<file path="src/rtl/sim_mon_pkg.sv">
// Shared definitions for the simulation-end monitor.
// Contents:
//   sim_mon_state_e     - FSM state encodings (IDLE=0, RUN=1, PASS=2, FAIL=3, TIMEOUT=4)
//   STATE_W             - encoded state width
//   DEFAULT_PASS_VALUE  - result-register value meaning pass
//   DEFAULT_TIMEOUT_BIT - cycle-counter bit that ends a run as timeout
//   is_done()           - true for the three sticky end states
package sim_mon_pkg;

  localparam int STATE_W = 3;

  typedef enum logic [STATE_W-1:0] {
    SIM_MON_IDLE    = 3'd0,
    SIM_MON_RUN     = 3'd1,
    SIM_MON_PASS    = 3'd2,
    SIM_MON_FAIL    = 3'd3,
    SIM_MON_TIMEOUT = 3'd4
  } sim_mon_state_e;

  localparam logic [31:0] DEFAULT_PASS_VALUE  = 32'd1;
  localparam int          DEFAULT_TIMEOUT_BIT = 20;

  function automatic logic is_done(input sim_mon_state_e s);
    return (s == SIM_MON_PASS) || (s == SIM_MON_FAIL) || (s == SIM_MON_TIMEOUT);
  endfunction

endpackage

</file>
<file path="src/rtl/sim_watch_match.sv">
// Parallel watch-address comparators.
// Ports:
//   pc         - address under test
//   watch_addr - NUM_WATCH packed addresses, slot k at [k*ADDR_W +: ADDR_W]
//   watch_en   - per-slot enable
//   match      - per-slot match (enabled and equal)
//   any_match  - OR of match
module sim_watch_match #(
  parameter int NUM_WATCH = 2,
  parameter int ADDR_W    = 32
) (
  input  logic [ADDR_W-1:0]           pc,
  input  logic [NUM_WATCH*ADDR_W-1:0] watch_addr,
  input  logic [NUM_WATCH-1:0]        watch_en,
  output logic [NUM_WATCH-1:0]        match,
  output logic                        any_match
);

  for (genvar k = 0; k < NUM_WATCH; k++) begin : g_slot
    assign match[k] = watch_en[k] && (watch_addr[k*ADDR_W +: ADDR_W] == pc);
  end

  assign any_match = |match;

endmodule

</file>
<file path="src/rtl/sim_end_monitor.sv">
// Test-completion monitor: counts distinct fetch-PC arrivals at watch
// addresses, then samples the result register and declares PASS/FAIL, or
// declares TIMEOUT when the run-cycle counter reaches 2^TIMEOUT_BIT.
// Ports:
//   clk, rst           - clock, synchronous active-high reset
//   start_i, clear_i   - IDLE->RUN pulse; DONE->IDLE pulse (clears counters)
//   pc_i, pc_valid_i   - fetch PC and its qualifier
//   watch_addr_i/en_i  - packed watch addresses and per-slot enables
//   result_i           - result register (x3)
//   state_o            - encoded FSM state
//   done/pass/fail/timeout_o - registered state decodes
//   cycle_cnt_o, first_hit_cycle_o, hit_cnt_o, result_o - run statistics
// Optional build macro SIM_END_MONITOR_PER_WATCH_EN adds watch_hit_cnt_o,
// one saturating hit counter per watch slot.
module sim_end_monitor
  import sim_mon_pkg::*;
#(
  parameter int          NUM_WATCH      = 2,
  parameter int          ADDR_W         = 32,
  parameter int          CNT_W          = 32,
  parameter int          HIT_THRESH     = 8,
  parameter int          HIT_W          = 8,
  parameter int          TIMEOUT_BIT    = DEFAULT_TIMEOUT_BIT,
  parameter int          TIMEOUT_ENABLE = 1,
  parameter logic [31:0] PASS_VALUE     = DEFAULT_PASS_VALUE
) (
  input  logic                        clk,
  input  logic                        rst,
  input  logic                        start_i,
  input  logic                        clear_i,
  input  logic [ADDR_W-1:0]           pc_i,
  input  logic                        pc_valid_i,
  input  logic [NUM_WATCH*ADDR_W-1:0] watch_addr_i,
  input  logic [NUM_WATCH-1:0]        watch_en_i,
  input  logic [31:0]                 result_i,
  output logic [STATE_W-1:0]          state_o,
  output logic                        done_o,
  output logic                        pass_o,
  output logic                        fail_o,
  output logic                        timeout_o,
  output logic [CNT_W-1:0]            cycle_cnt_o,
  output logic [CNT_W-1:0]            first_hit_cycle_o,
  output logic [HIT_W-1:0]            hit_cnt_o,
  output logic [31:0]                 result_o
`ifdef SIM_END_MONITOR_PER_WATCH_EN
  ,
  output logic [NUM_WATCH*HIT_W-1:0]  watch_hit_cnt_o
`endif
);

  sim_mon_state_e       state, state_nxt;
  logic [CNT_W-1:0]     cycle_cnt, first_hit_cycle;
  logic [HIT_W-1:0]     hit_cnt;
  logic [ADDR_W-1:0]    last_pc;
  logic                 last_valid, first_hit_seen;
  logic [31:0]          result_q;
  logic [NUM_WATCH-1:0] match;
  logic                 any_match;
  logic                 run, hit, thresh, tmo, clr;
  logic [HIT_W:0]       hit_sum;

  sim_watch_match #(.NUM_WATCH(NUM_WATCH), .ADDR_W(ADDR_W)) u_match (
    .pc         (pc_i),
    .watch_addr (watch_addr_i),
    .watch_en   (watch_en_i),
    .match      (match),
    .any_match  (any_match)
  );

  assign run = (state == SIM_MON_RUN);
  // A PC that stays put on a watch address (stall/spin loop) counts once;
  // it must leave or go invalid before it can hit again.
  assign hit     = run && pc_valid_i && any_match && (!last_valid || (pc_i != last_pc));
  // One bit wider so a saturated counter plus a hit cannot alias the threshold.
  assign hit_sum = {1'b0, hit_cnt} + {{HIT_W{1'b0}}, hit};
  assign thresh  = run && (hit_sum == (HIT_W+1)'(HIT_THRESH));
  assign tmo     = run && (TIMEOUT_ENABLE != 0) && cycle_cnt[TIMEOUT_BIT];
  assign clr     = is_done(state) && clear_i;

  always_comb begin
    state_nxt = state;
    case (state)
      SIM_MON_IDLE: if (start_i) state_nxt = SIM_MON_RUN;
      SIM_MON_RUN: begin
        // Threshold is checked first so it beats a same-cycle timeout.
        if (thresh)   state_nxt = (result_i == PASS_VALUE) ? SIM_MON_PASS : SIM_MON_FAIL;
        else if (tmo) state_nxt = SIM_MON_TIMEOUT;
      end
      SIM_MON_PASS, SIM_MON_FAIL, SIM_MON_TIMEOUT: if (clear_i) state_nxt = SIM_MON_IDLE;
      default: state_nxt = SIM_MON_IDLE;
    endcase
  end

  // State and status flags are registered together so the flags always
  // agree with state_o.
  always_ff @(posedge clk) begin
    if (rst) begin
      state     <= SIM_MON_IDLE;
      done_o    <= 1'b0;
      pass_o    <= 1'b0;
      fail_o    <= 1'b0;
      timeout_o <= 1'b0;
    end else begin
      state     <= state_nxt;
      done_o    <= is_done(state_nxt);
      pass_o    <= (state_nxt == SIM_MON_PASS);
      fail_o    <= (state_nxt == SIM_MON_FAIL);
      timeout_o <= (state_nxt == SIM_MON_TIMEOUT);
    end
  end

  // Counters only move in RUN; IDLE always holds zeros because every way
  // into IDLE (reset or clear) zeroes them.
  always_ff @(posedge clk) begin
    if (rst || clr) begin
      cycle_cnt       <= '0;
      first_hit_cycle <= '0;
      hit_cnt         <= '0;
      last_pc         <= '0;
      last_valid      <= 1'b0;
      first_hit_seen  <= 1'b0;
      result_q        <= '0;
    end else if (run) begin
      cycle_cnt  <= cycle_cnt + CNT_W'(1);
      last_pc    <= pc_i;
      last_valid <= pc_valid_i;
      if (hit && (hit_cnt != '1)) hit_cnt <= hit_cnt + HIT_W'(1);
      if (hit && !first_hit_seen) begin
        first_hit_cycle <= cycle_cnt;
        first_hit_seen  <= 1'b1;
      end
      if (thresh || tmo) result_q <= result_i;
    end
  end

  assign state_o           = state;
  assign cycle_cnt_o       = cycle_cnt;
  assign first_hit_cycle_o = first_hit_cycle;
  assign hit_cnt_o         = hit_cnt;
  assign result_o          = result_q;

`ifdef SIM_END_MONITOR_PER_WATCH_EN
  // Every matching slot is credited, so duplicate addresses each count.
  logic [NUM_WATCH-1:0][HIT_W-1:0] slot_cnt;

  always_ff @(posedge clk) begin
    if (rst || clr) begin
      slot_cnt <= '0;
    end else if (hit) begin
      for (int k = 0; k < NUM_WATCH; k++)
        if (match[k] && (slot_cnt[k] != '1)) slot_cnt[k] <= slot_cnt[k] + HIT_W'(1);
    end
  end

  assign watch_hit_cnt_o = slot_cnt;
`else
  // Per-slot match vector has no consumer without per-slot counters.
  logic unused_match;
  assign unused_match = ^match;
`endif

endmodule

</file>
<file path="config.mk">
export PLATFORM = sky130hd
export DESIGN_NAME = sim_end_monitor
export DESIGN_NICKNAME = d
export VERILOG_FILES = /design/src/rtl/sim_mon_pkg.sv /design/src/rtl/sim_watch_match.sv /design/src/rtl/sim_end_monitor.sv
export SDC_FILE = /design/constraint.sdc
export NUM_CORES = 1
export LEC_CHECK = 0
export ABC_AREA = 1
export BUFFER_PORTS_ARGS = -buffer_cell sky130_fd_sc_hd__buf_2
export CAP_MARGIN = 20
export CORE_MARGIN = 2
export CORE_UTILIZATION = 53
export CTS_CLUSTER_SIZE = 28
export DETAILED_ROUTE_END_ITERATION = 10
export PLACE_DENSITY = 0.89
export SETUP_SLACK_MARGIN = 0.02
export SKIP_LAST_GASP = 1
export SYNTH_ARGS = -nofsm -noshare
export SYNTH_HDL_FRONTEND = slang
export SYNTH_SLANG_ARGS = --single-unit
export TNS_END_PERCENT = 1
</file>
<file path="constraint.sdc">
create_clock -name clk -period 3.8 [get_ports clk]
set_input_delay 0.38 -clock clk [delete_from_list [all_inputs] [get_ports clk]]
set_output_delay 0.38 -clock clk [all_outputs]
set_load 0.005 [all_outputs]
</file>
Yosys cells after proc, flatten, opt, wreduce, memory -nomap -nowiden
Cells that the tools add are included.
{"block": "word_totals", "out_inout_bits": 111, "inputBits": 135, "register_bits": 145, "wordCells": 59}
{"block": "classes", "reduce_logical": 25, "add_sub_neg": 3, "n_eq_ne": 13, "n_mux": 6}
{"op": "$eq A32 B32 Y1", "n": 2}
{"op": "$add A32 B1 Y32 const B", "n": 1}
{"op": "$eq A32 B1 Y1 const B", "n": 1}
{"op": "$ne A32 B32 Y1", "n": 1}
{"op": "$eq A3 B2 Y1 const B", "n": 4}
{"op": "$mux W3", "n": 4}
{"op": "$logic_and A1 B1 Y1", "n": 10}
{"op": "$add A8 B1 Y9", "n": 1}
{"op": "$eq A9 B4 Y1 const B", "n": 1}
{"op": "$pmux W3 S3", "n": 1}
{"op": "$add A8 B1 Y8 const B", "n": 1}
{"op": "$ne A8 B8 Y1 const B", "n": 1}
{"op": "$logic_or A1 B1 Y1", "n": 7}
{"op": "$eq A3 B3 Y1 const B", "n": 2}
{"op": "$reduce_and A2 Y1", "n": 3}
{"op": "$eq A3 B1 Y1 const B", "n": 1}
{"op": "$logic_not A3 Y1", "n": 1}
{"op": "$reduce_or A3 Y1", "n": 1}
{"op": "$logic_not A1 Y1", "n": 2}
{"op": "$reduce_or A2 Y1", "n": 1}
{"op": "$mux W1", "n": 1}

Logic depth before layout (Yosys ltp)
{"block": "logic_depth", "depth_word": 13, "depth_mapped": 23, "ltp_nobuf": 23}

By module
A second synthesis with hierarchy kept.
{"block": "unflattened", "hier_cells": 1254, "area_unflattened_um2": 8036.5}
{"module": "sim_end_monitor", "n_inst": 1, "seq_area_each_um2": 2902.8, "cells_per_inst": 980, "area_per_inst_um2": 6857.8}
{"module": "sim_watch_match", "n_inst": 1, "seq_area_each_um2": 0.0, "cells_per_inst": 274, "area_per_inst_um2": 1178.6}

Least setup slack after synthesis
OpenSTA, ideal clock, no wires.
{"block": "synth_path", "path_type": "in2reg", "start": "input port pc_i[18]", "end": "register result_q[11], in the netlist result_o[11]", "cell_stages": 20, "required_time_ns": 3.684, "n_path_buf": 2, "setup_ns": 0.116, "path_slack_ns": 1.017, "arrival_ns": 2.667, "path_cell_list": "buf_2 -> xnor2_1 -> nand3_1 -> nor2_1 -> nand3b_1 -> nor2_1 -> nor2_1 -> nor2_1 -> ha_1 -> ha_1 -> nand3_1 -> nand2_1 -> inv_1 -> nor4_2 -> nand3_2 -> nand2_2 -> inv_2 -> clkbuf_1 -> nor2_1 -> nor2_1"}
{"block": "synth_via", "elab_chain_cells": 10, "word_cells_on_any_way": 14, "classes_between": "1 x add/sub; 4 x eq/ne; 9 x reduce/logical"}
{"item": "start, declared", "line_no": "sim_end_monitor.sv:31", "source": "input logic [ADDR_W-1:0] pc_i,"}
{"item": "$eq A32 B32 Y1", "line_no": "sim_watch_match.sv:20", "source": "assign match[k] = watch_en[k] && (watch_addr[k*ADDR_W +: ADDR_W] == pc);"}
{"item": "$logic_and A1 B1 Y1", "line_no": "sim_watch_match.sv:20"}
{"item": "$reduce_or A2 Y1", "line_no": "sim_watch_match.sv:23", "source": "assign any_match = |match;"}
{"item": "$logic_and A1 B1 Y1", "line_no": "sim_end_monitor.sv:73", "source": "assign hit = run && pc_valid_i && any_match && (!last_valid || (pc_i != last_pc));"}
{"item": "$logic_and A1 B1 Y1 (*)", "line_no": "sim_end_monitor.sv:73"}
{"item": "$add A8 B1 Y9 (*)", "line_no": "sim_end_monitor.sv:75", "source": "assign hit_sum = {1'b0, hit_cnt} + {{HIT_W{1'b0}}, hit};"}
{"item": "$eq A9 B4 Y1 (*)", "line_no": "sim_end_monitor.sv:76", "source": "assign thresh = run && (hit_sum == (HIT_W+1)'(HIT_THRESH));"}
{"item": "$logic_and A1 B1 Y1 (*)", "line_no": "sim_end_monitor.sv:76"}
{"item": "$logic_or A1 B1 Y1 (*)", "line_no": "sim_end_monitor.sv:132", "source": "if (thresh || tmo) result_q <= result_i;"}
{"item": "$reduce_and A2 Y1 (no source line) (*)"}
{"item": "end signal, assigned", "line_no": "sim_end_monitor.sv:132"}
{"item": "end, declared", "line_no": "sim_end_monitor.sv:56", "source": "logic [31:0] result_q;"}
Every way passes the cells marked *; elsewhere a longest branch is shown, timed or not.
A chain may end at the register's enable or synchronous reset.

Final worst setup path
{"block": "layout_path", "start": "input port pc_i[10]", "end": "register result_q[21], in the netlist result_o[21]"}
The elaborated chain is that of the path after synthesis.

==> impl_metrics.env <==
export IMPL_cts_resized=0
export IMPL_r2r_slack_ns=0.57
export IMPL_cts_max_path_buffers=2
export IMPL_initial_core_util=0.536
export IMPL_peakVddDrop_v=0.000318
export IMPL_cp_cell_sequence="buf_2 -> xnor2_1 -> nand3_1 -> nand3b_1 -> nor2_1 -> nor2_1 -> nor2_1 -> ha_1 -> ha_1 -> nand3_1 -> nor2_1 -> xor2_1 -> nor3_1 -> nand3_2 -> nand2_2 -> inv_2 -> nor2_1 -> nor2_1"
export IMPL_postSynthAreaPerCell_um2=6.07
export IMPL_drv_cap=0
export IMPL_place_congestion=1.14
export IMPL_fmax_ghz=0.308
export IMPL_clk_pin_slew_worst_paths_ns=0.07
export IMPL_antenna_found_initial=0
export IMPL_viasPerCell=5.45
export IMPL_io_buffers=245
export IMPL_skew_ns=0.00684
export IMPL_synthCells=1444
export IMPL_crit_required_ns=4.12
export IMPL_cp_common_cell="nor2_1"
export IMPL_drt_wirelength_per_cell_um=16.7
export IMPL_arrival_ns=3.57
export IMPL_final_cells=1908
export IMPL_cp_slowest_cell="xnor2_1"
export IMPL_timing_final_crit_period_ns=3.25
export IMPL_drt_pass1_iter_count=6
export IMPL_timing_slew_headroom=0.375
export IMPL_leakage_nw=5.17
export IMPL_hold_depth=3
export IMPL_die_w_um=133
export IMPL_ys_seq_elements=145
export IMPL_cts_root_buf="clkbuf_16"
export IMPL_hold_start="result_i[10]"
export IMPL_grt_max_degree=53
export IMPL_placed_cells=1876
export IMPL_crit_buf_inv=2
export IMPL_ant_nets=0
export IMPL_dpl_hpwl_mm=24.5
export IMPL_crit_fanout=27
export IMPL_hold_ws_ns=0.190
export IMPL_cpPeakStageDelay_ns=0.49
export IMPL_rows=47
export IMPL_crit_family="simple AND/OR/NAND/NOR gates"
export IMPL_tritoncts="yes"
export IMPL_final_cell_mix="nand2_1 (485), buf_2 (245), nor2_1 (213), inv_1 (148), dfxtp_1 (145)"
export IMPL_synth_edff_count=0
export IMPL_cts_hold_buf=0
export IMPL_clkLatencyLatePin_ns=0.43
export IMPL_synth_async_sr_flop_share=0
export IMPL_overflow=0
export IMPL_final_hold_violation_count=0
export IMPL_postCtsSetupBuffers=0
export IMPL_die_h_um=133
export IMPL_antennaDiodeCount=0
export IMPL_slew_violations=0
export IMPL_syn_num_nets=1583
export IMPL_setup_viol=0
export IMPL_routed_wl_mm=31.9
export IMPL_r2r_worst_path_cells=19
export IMPL_grt_first_pass_wirelength_mm=50.1
export IMPL_worst_pin_slew_ns=0.937
export IMPL_final_nets=1814
export IMPL_synth_cell_types=40
export IMPL_crit_path_start_kind="input pin"
export IMPL_ys_flop_type="dfxtp_1"
export IMPL_ios=246
export IMPL_drc=0
export IMPL_cp_end_kind="flop"
export IMPL_worst_setup_path_type="input pin to flop"
export IMPL_worst_hold_path_type="input pin to flop"
export IMPL_fill_cells=1499
export IMPL_fin_setup_tns_ns=0
export IMPL_holdPathEnd="result_o[10]"
export IMPL_core_um2=16300
export IMPL_pwr_density_cell_nw_per_um2=354
export IMPL_clock_sinks=145
export IMPL_yosysSeqAreaShare=0.331
export IMPL_synthToLayoutAreaGrowth_pct=22.3
export IMPL_synth_area_um2=8770
export IMPL_outcome="completed"
export IMPL_period_share=0.855
export IMPL_via_count=10400
export IMPL_numCtsBuffers=17
export IMPL_yosys_warnings=0
export IMPL_htree_num_levels=4
export IMPL_drive_gt1_frac=0.185
export IMPL_final_common_cell="nand2_1"
export IMPL_r2r_end="result_o[21]"
export IMPL_r2r_start="last_pc[28]"
export IMPL_grt_setup_unrepaired="no"
export IMPL_drtIter0Drc=1229
export IMPL_die_area_um2=17600
export IMPL_grt_pass1_vias=9706
export IMPL_grt_use_total=0.360
metrics by stage:
step / util / worst slack, ns / total power [mW] / cell area (um^2)
finish: 0.656 / 0.551 / 3.80 / 10700
detailed placement: 0.620 / 0.212 / 2.12 / 10100
floorplan: - / 1.02 / 1.90 / 8770
global placement: 0.620 / 0.297 / 2.12 / 10100
global route: 0.656 / 0.268 / 3.93 / 10700
CTS: 0.656 / 0.631 / 3.78 / 10700
worst max-delay path by stage:
stage | startpoint | endpoint | slack (ns) | cells after the start
final | pc_i[10] | result_o[21] | 0.55 | 18
after global routing | last_pc[23] | fail_o | 0.27 | 23
after CTS | pc_i[10] | fail_o | 0.63 | 19
after detailed placement | pc_i[10] | result_o[11] | 0.21 | 18
after global placement | pc_i[10] | result_o[9] | 0.30 | 18
after floorplan | pc_i[18] | result_o[11] | 1.02 | 20
power by group:
part | internal (mW) | switching [mW] | leakage, nW
sequential | 1.54 | 0.0199 | 1.17
clock | 0.933 | 0.759 | 0.288
combinational | 0.192 | 0.354 | 3.71
total | 2.66 | 1.13 | 5.17
final cells by class:
class                           count  area (um^2)  area share
Inverter                          155          582      0.0543
Clock inverter                     15          163      0.0152
Clock buffer                       17          425      0.0397
Tap cell                          220          275      0.0257
Sequential cell                   145         2900       0.271
Timing Repair Buffer              255         1310       0.123
Multi-Input combinational cell   1101         5060       0.472
cells in the mapped netlist, drive strengths merged, types with 10 or more instances:
library cell / instances / area share
nor3: 24 / 0.015
buf: 19 / 0.016
xnor2: 40 / 0.040
a21oi: 105 / 0.060
inv: 155 / 0.066
nor2: 215 / 0.093
nand2: 489 / 0.21
nand3: 65 / 0.039
nand4: 38 / 0.027
nor4: 10 / 0.0078
and2: 15 / 0.011
dfxtp: 145 / 0.33
clkbuf: 24 / 0.010
o21ai: 52 / 0.030
xor2: 15 / 0.015
state kept, by name (all words and copies together), names as in the netlist:
name	count
last_pc	32
state_o	3
cycle_cnt_o	32
result_o	32
hit_cnt_o	8
last_valid	1
first_hit_seen	1
done_o	1
timeout_o	1
pass_o	1
first_hit_cycle_o	32
fail_o	1
worst min-delay path, stage by stage:
cell	delay, ns
buf_2	0.09
nor2_1	0.04
nor2_1	0.08
metal layers:
layer | GRT usage | share of wire | wire [um] | up-vias
met2 | 0.581 | 0.45 | 14200 | 624
met1 | 0.455 | 0.40 | 12800 | 4627
met5 | 0 | 0 | 0 | -
met3 | 0.0808 | 0.10 | 3270 | 120
li1 | - | - | - | 5025
met4 | 0.176 | 0.050 | 1610 | 0
kinds of logic after synthesis:
logic type / Yosys count / synth area share
buffers and inverters: 198 / 0.0928
flip-flops: 145 / 0.331
AO/OA/AOI/OAI: 166 / 0.0969
adder cells (fa/ha/maj): 4 / 0.00571
XOR/XNOR: 55 / 0.0550
AND/OR/NAND/NOR: 876 / 0.419
(Power assumes the default switching activity.)
